$ cat src/rtl/risc16_prog_loader.sv
// risc16_prog_loader
//   Boot-time program loader sitting in front of the 16-bit RISC core.
//   It accepts a framed stream of words: a length header, then `len`
//   instruction words, then a 16-bit checksum. The instruction words are
//   written into instruction memory. The core is held in reset until a frame
//   has loaded and its checksum matches.
//
// Ports
//   clk, rst_n             system clock, asynchronous active-low reset
//   start                  begin a load (pulse or level)
//   in_data/valid/ready    word stream; a word transfers when valid & ready
//   imem_we/addr/wdata     instruction memory write port (registered)
//   core_rst_n             active-low reset to the core, high only in DONE
//   busy                   high in HDR, LOAD and CHK
//   done / err / err_code  load result; err_code 1 bad length, 2 checksum, 3 timeout
//
// Build option
//   BOOT_TIMEOUT_EN        when defined, a stream that stalls for
//                          TIMEOUT_CYCLES cycles fails with err_code 3.
//
// state | meaning
// ------+---------------------------------------------------
// IDLE  | after reset, waiting for start
// HDR   | waiting for the length header word
// LOAD  | receiving instruction words and writing imem
// CHK   | waiting for the checksum word
// DONE  | frame verified, core released from reset
// ERR   | load failed, core held in reset, err_code valid
module risc16_prog_loader #(
    parameter int DEPTH          = 16,
    parameter int ADDR_W         = 4,
    parameter int DATA_W         = 16,
    parameter int TIMEOUT_CYCLES = 1024
) (
    input  logic              clk,
    input  logic              rst_n,
    input  logic              start,
    input  logic [DATA_W-1:0] in_data,
    input  logic              in_valid,
    output logic              in_ready,
    output logic              imem_we,
    output logic [ADDR_W-1:0] imem_addr,
    output logic [DATA_W-1:0] imem_wdata,
    output logic              core_rst_n,
    output logic              busy,
    output logic              done,
    output logic              err,
    output logic [1:0]        err_code
);

    if (((1 << ADDR_W) < DEPTH) || (TIMEOUT_CYCLES < 1)) begin : g_param_check
        $error("risc16_prog_loader: ADDR_W too small for DEPTH or TIMEOUT_CYCLES < 1");
    end

    localparam logic [DATA_W-1:0] DEPTH_W = DATA_W'(DEPTH);

    typedef enum logic [2:0] {
        IDLE = 3'd0,
        HDR  = 3'd1,
        LOAD = 3'd2,
        CHK  = 3'd3,
        DONE = 3'd4,
        ERR  = 3'd5
    } state_t;

    state_t            state, state_nx;
    logic [ADDR_W-1:0] wr_cnt, wr_cnt_nx;
    logic [ADDR_W-1:0] len_m1, len_m1_nx;   // length minus one, so DEPTH fits in ADDR_W bits
    logic [DATA_W-1:0] sum, sum_nx;
    logic [1:0]        err_code_nx;
    logic              xfer;
    logic              tmo_hit;

    assign in_ready = (state == HDR) || (state == LOAD) || (state == CHK);
    assign busy     = in_ready;
    assign xfer     = in_valid && in_ready;

`ifdef BOOT_TIMEOUT_EN
    localparam int TW = $clog2(TIMEOUT_CYCLES + 1);
    logic [TW-1:0] tmo_cnt;

    // Counts idle cycles since the last transfer or state entry; the edge on
    // which it would reach TIMEOUT_CYCLES is the one that moves to ERR.
    always_ff @(posedge clk or negedge rst_n) begin
        if (!rst_n) begin
            tmo_cnt <= '0;
        end else if (!busy || xfer || (state_nx != state)) begin
            tmo_cnt <= '0;
        end else if (tmo_cnt != TW'(TIMEOUT_CYCLES)) begin
            tmo_cnt <= tmo_cnt + 1'b1;
        end
    end

    assign tmo_hit = busy && !xfer && (tmo_cnt == TW'(TIMEOUT_CYCLES - 1));
`else
    assign tmo_hit = 1'b0;
`endif

    always_comb begin
        state_nx    = state;
        wr_cnt_nx   = wr_cnt;
        len_m1_nx   = len_m1;
        sum_nx      = sum;
        err_code_nx = err_code;
        case (state)
            IDLE, DONE, ERR: begin
                if (start) begin
                    state_nx    = HDR;
                    err_code_nx = 2'd0;
                end
            end
            HDR: begin
                if (xfer) begin
                    if ((in_data == '0) || (in_data > DEPTH_W)) begin
                        state_nx    = ERR;
                        err_code_nx = 2'd1;
                    end else begin
                        len_m1_nx = ADDR_W'(in_data - 1'b1);
                        wr_cnt_nx = '0;
                        sum_nx    = '0;
                        state_nx  = LOAD;
                    end
                end
            end
            LOAD: begin
                if (xfer) begin
                    sum_nx    = sum + in_data;
                    wr_cnt_nx = wr_cnt + 1'b1;
                    if (wr_cnt == len_m1) begin
                        state_nx = CHK;
                    end
                end
            end
            CHK: begin
                if (xfer) begin
                    if (in_data == sum) begin
                        state_nx    = DONE;
                        err_code_nx = 2'd0;
                    end else begin
                        state_nx    = ERR;
                        err_code_nx = 2'd2;
                    end
                end
            end
            default: state_nx = IDLE;
        endcase
        if (tmo_hit) begin
            state_nx    = ERR;
            err_code_nx = 2'd3;
        end
    end

    always_ff @(posedge clk or negedge rst_n) begin
        if (!rst_n) begin
            state      <= IDLE;
            wr_cnt     <= '0;
            len_m1     <= '0;
            sum        <= '0;
            imem_we    <= 1'b0;
            imem_addr  <= '0;
            imem_wdata <= '0;
            core_rst_n <= 1'b0;
            done       <= 1'b0;
            err        <= 1'b0;
            err_code   <= 2'd0;
        end else begin
            state      <= state_nx;
            wr_cnt     <= wr_cnt_nx;
            len_m1     <= len_m1_nx;
            sum        <= sum_nx;
            imem_we    <= (state == LOAD) && xfer;
            if ((state == LOAD) && xfer) begin
                imem_addr  <= wr_cnt;
                imem_wdata <= in_data;
            end
            core_rst_n <= (state_nx == DONE);
            done       <= (state_nx == DONE);
            err        <= (state_nx == ERR);
            err_code   <= err_code_nx;
        end
    end

endmodule
$ cat config.mk
export PLATFORM = sky130hd
export DESIGN_NAME = risc16_prog_loader
export DESIGN_NICKNAME = d
export VERILOG_FILES = /design/src/rtl/risc16_prog_loader.sv
export SDC_FILE = /design/constraint.sdc
export NUM_CORES = 1
export LEC_CHECK = 0
export ABC_AREA = 1
export CORE_AREA = 2 2 87 89
export CTS_CLUSTER_SIZE = 40
export DETAILED_ROUTE_END_ITERATION = 7
export DIE_AREA = 0 0 89 91
export HOLD_SLACK_MARGIN = 0.1
export PLACE_DENSITY_LB_ADDON = 0.2
export SLEW_MARGIN = 25
export SYNTH_ARGS = -nofsm -noshare
export SYNTH_HDL_FRONTEND = slang
export SYNTH_SLANG_ARGS = --single-unit
$ cat constraint.sdc
create_clock -name clk -period 1.65 [get_ports clk]
set_input_delay 0.165 -clock clk [delete_from_list [all_inputs] [get_ports clk]]
set_output_delay 0.165 -clock clk [all_outputs]
set_load 0.005 [all_outputs]
==> impl_metrics.py <==
metrics = {
    "grt": {
        "track_usage": 0.2347,
        "vias_in_the_first_global_route": 3246,
        "grt_first_pass_wirelength_mm": 15.04,
        "antenna_found_initial": 0,
        "grt_max_degree": 53,
        "grt_remaining_overflow": 0,
    },
    "timing": {
        "max_freq_ghz": 0.6028,
        "final.setup_skew_ns": 0.007017,
        "setup_slack_ns": -0.008928,
        "post-route-min-period_ns": 1.659,
        "worst_slew_margin_relative_to_its_limit": 0.8092,
        "rsz0062_at_grt": "yes",
        "drv_slew": 0,
        "fin_crit_sh": 1.005,
        "tns_ns": -0.008928,
        "hold_viol_final": 0,
        "final-setup-viol-count": 1,
        "max_slew.worst_pin.slew_ns": 0.2862,
    },
    "setup_path": {
        "timing_worst_setup_path_type": "reg -> reg",
        "crit_path_start_kind": "flip-flop",
        "worst_setup_path_end_kind": "flip-flop",
        "cp_max_fo": 4,
        "r2r-start": "sum[0]$_DFFE_PN0P_",
        "worstPathRequired_ns": 1.91,
        "critical_path.startpoint": "sum[0]$_DFFE_PN0P_",
        "cp.arrival_ns": 1.92,
    },
    "synth": {
        "dominantRegCellSynth": "sky130_fd_sc_hd__dfrtp_1",
        "post-synth-top-area-fraction": 0.3755,
        "post_synthesis_cell_type_with_the_largest_combined_area": "sky130_fd_sc_hd__dfrtp_1",
        "synthesis.instances": 483,
        "synth_most_common_cell": "sky130_fd_sc_hd__nand2_1",
        "synth_edf_count": 0,
        "yosys_synthesis_warning_count": 0,
        "asyncSetResetFlopFracSynth": 1.000,
        "synth_seq_area_share": 0.3755,
        "ys_ff_latch": 52,
        "post_synth_main_area_contributors": "sky130_fd_sc_hd__dfrtp_1 38%, sky130_fd_sc_hd__nand2_1 19%, sky130_fd_sc_hd__inv_1 6.8%",
        "syn_area_per_cell_um2": 7.176,
        "post_synth_instance_area_um2": 3466,
        "netlist_top_cells_count": "178 x sky130_fd_sc_hd__nand2_1, 63 x sky130_fd_sc_hd__inv_1, 52 x sky130_fd_sc_hd__dfrtp_1, 38 x sky130_fd_sc_hd__nand3_1, 37 x sky130_fd_sc_hd__nor2_1",
        "mappedNetlistNets": 522,
        "ys_types": 31,
    },
    "clock_network": {
        "cts_sinks": 52,
        "cts_buffers": 5,
        "clkSlewWorstSetupHoldPaths_ns": 0.10,
        "cts.htree.levels": 2,
        "tritoncts_clock_tree": "done",
        "clock_insertion_delay_at_the_later_pin_of_the_skew_report_ns": 0.31,
        "cts_root_buf": "sky130_fd_sc_hd__clkbuf_8",
        "cts_max_path_buffers": 2,
    },
    "outcome": {
        "outcome": "complete, but fails checks",
        "violated_checks": "negative setup slack",
    },
    "routing": {
        "total_length_of_routed_wires_mm": 9.219,
        "routed-via-count": 3390,
        "detail_route.iter0.violations": 182,
        "drc": 0,
        "drt_first_pass_iters": 4,
        "antenna_violating_nets_post_route": 0,
        "wl_per_cell_um": 13.52,
        "vias_per_cell": 4.971,
    },
    "floorplanning": {
        "core_footprint_um2": 7137,
        "chipWidth_um": 89,
        "floorplan.initialDensity": 0.4856,
        "placementRows": 31,
        "fp.dieArea_um2": 8099,
        "ioPinCount": 48,
        "fp.dieH_um": 91,
    },
    "cells_and_area": {
        "fraction_of_layout_instances_using_a_drive_strength_above_1": 0.2573,
        "fin_area_um2": 4896,
        "insertedDiodeCount": 0,
        "design.final.nets": 621,
        "synthToLayoutAreaGrowth_pct": 41.26,
    },
    "run": {
        "drv.max_cap_violation_count": 0,
    },
    "power_and_ir_drop": {
        "powerDensity_nw_per_um2": 1436,
        "vdd.ir_drop.worst_mv": 0.6870,
        "lkg_pwr_nw": 2.526,
        "power.total_mw": 7.031,
    },
    "hold_path": {
        "hold_class": "in -> reg",
        "timing.hold.worst.start": "in_data[0]",
    },
    "place": {
        "placed_cell_area_um2": 4357,
        "buffer_ports.inserted": 47,
        "routabilityCongestion": 0.9647,
        "hpwlAfterDp_mm": 6.518,
    },
}
## where the power goes
group | leakage, nW | total [mW] | internal (mW) | switching (mW)
registers | 0.654 | 2.04 | 1.68 | 0.355
logic | 1.82 | 4.08 | 2.07 | 2.01
clock network | 0.0541 | 0.911 | 0.450 | 0.461
## area by class of cell
class	instances	area (um2)
multi-input cells	353	2136
flip-flops and latches	52	1306
repair buffers	104	970.9
clock inverters	3	42.54
well taps	99	123.9
inverters	66	247.7
clock buffers	5	68.82
fillers	619	2241
## worst max-delay path, stage by stage, from the launching register on
cell	delay [ns]
sky130_fd_sc_hd__dfrtp_1	0.42
sky130_fd_sc_hd__ha_4	0.18
sky130_fd_sc_hd__fa_2	0.42
sky130_fd_sc_hd__nand3_2	0.10
sky130_fd_sc_hd__nand3_4	0.09
sky130_fd_sc_hd__a21oi_2	0.16
sky130_fd_sc_hd__or2_2	0.12
sky130_fd_sc_hd__nand3_1	0.05
sky130_fd_sc_hd__nand2_1	0.06
## placed cells by master (no fill, tap or decap), types with 5 or more instances in the layout
cell,instances
sky130_fd_sc_hd__nand2_1,166
sky130_fd_sc_hd__clkdlybuf4s50_1,41
sky130_fd_sc_hd__nand3_2,23
sky130_fd_sc_hd__nand3_1,34
sky130_fd_sc_hd__clkbuf_8,5
sky130_fd_sc_hd__dfrtp_1,48
sky130_fd_sc_hd__buf_12,5
sky130_fd_sc_hd__inv_1,62
sky130_fd_sc_hd__dlymetal6s2s_1,5
sky130_fd_sc_hd__nor2_2,11
sky130_fd_sc_hd__buf_4,51
sky130_fd_sc_hd__nor2_1,27
sky130_fd_sc_hd__ha_4,15
sky130_fd_sc_hd__nand4_1,5
sky130_fd_sc_hd__o21ai_0,15
sky130_fd_sc_hd__a21oi_1,10
sky130_fd_sc_hd__nand2_2,14
## layer usage
metal | share of wire | vias to the layer above | routed length (um) | global-route usage
li1 | - | 1707 | - | -
met1 | 0.45 | 1591 | 4160 | 0.3245
met2 | 0.50 | 84 | 4571 | 0.3831
met3 | 0.040 | 8 | 365 | 0.03364
met4 | 0.013 | 0 | 122 | 0.06095
met5 | 0 | - | 0 | 0
## cell families (layout without fill, tap and decap cells)
| group | after synthesis | after routing | synth area share |
|---|---|---|---|
| flip-flops | 52 | 52 | 0.3755 |
| buffers and inverters | 78 | 178 | 0.09567 |
| XOR/XNOR | 6 | 6 | 0.01517 |
| AND/OR/NAND/NOR | 294 | 294 | 0.3921 |
| adder cells (fa/ha/maj) | 19 | 19 | 0.07076 |
| AO/OA/AOI/OAI | 34 | 34 | 0.05090 |
## registers in the layout, summed over array words and instances (netlist names)
register	cells
imem_we	1
wr_cnt	4
imem_addr	4
state	3
imem_wdata	16
err	1
sum	16
done	1
len_m1	4
err_code	2
## metrics by stage
| stage | hold slack (ns) | util | instances | setup slack, ns |
|---|---|---|---|---|
| after global routing | 0.1664 | 0.6860 | 682 | -0.07785 |
| after global placement | 0.1850 | 0.6104 | 660 | -0.3146 |
| final | 0.1780 | 0.6860 | 682 | -0.008928 |
| after floorplan | -0.1306 | - | 483 | 0.02572 |
| after CTS | 0.3931 | 0.6432 | 669 | 0.004325 |
| after detailed placement | 0.1885 | 0.6104 | 660 | -0.3683 |
## path summary, 6_finish.rpt
check | endpoint | slack, ns | cells after the start
worst min register to register | imem_wdata[6]$_DFFE_PN0P_ | 0.48 | 2
max in group asynchronous | state[1]$_DFF_PN0_ | 1.02 | 3
worst max-delay path | sum[8]$_DFFE_PN0P_ | -0.009 | 8
worst min-delay path | len_m1[0]$_DFFE_PN0P_ | 0.18 | 2
min in group asynchronous | imem_wdata[6]$_DFFE_PN0P_ | 0.37 | 3
worst max register to register | sum[8]$_DFFE_PN0P_ | -0.009 | 8
## what timing repair did
| action | CTS | global route |
|---|---|---|
| gates resized for setup | 16 | 46 |
| hold buffers | 1 | 0 |
| buffers inserted | 0 | 13 |
| hold endpoints to repair | 52 | 0 |
| setup endpoints to repair | 18 | 28 |
| pin swaps | 0 | 13 |
(Power assumes the default switching activity.)
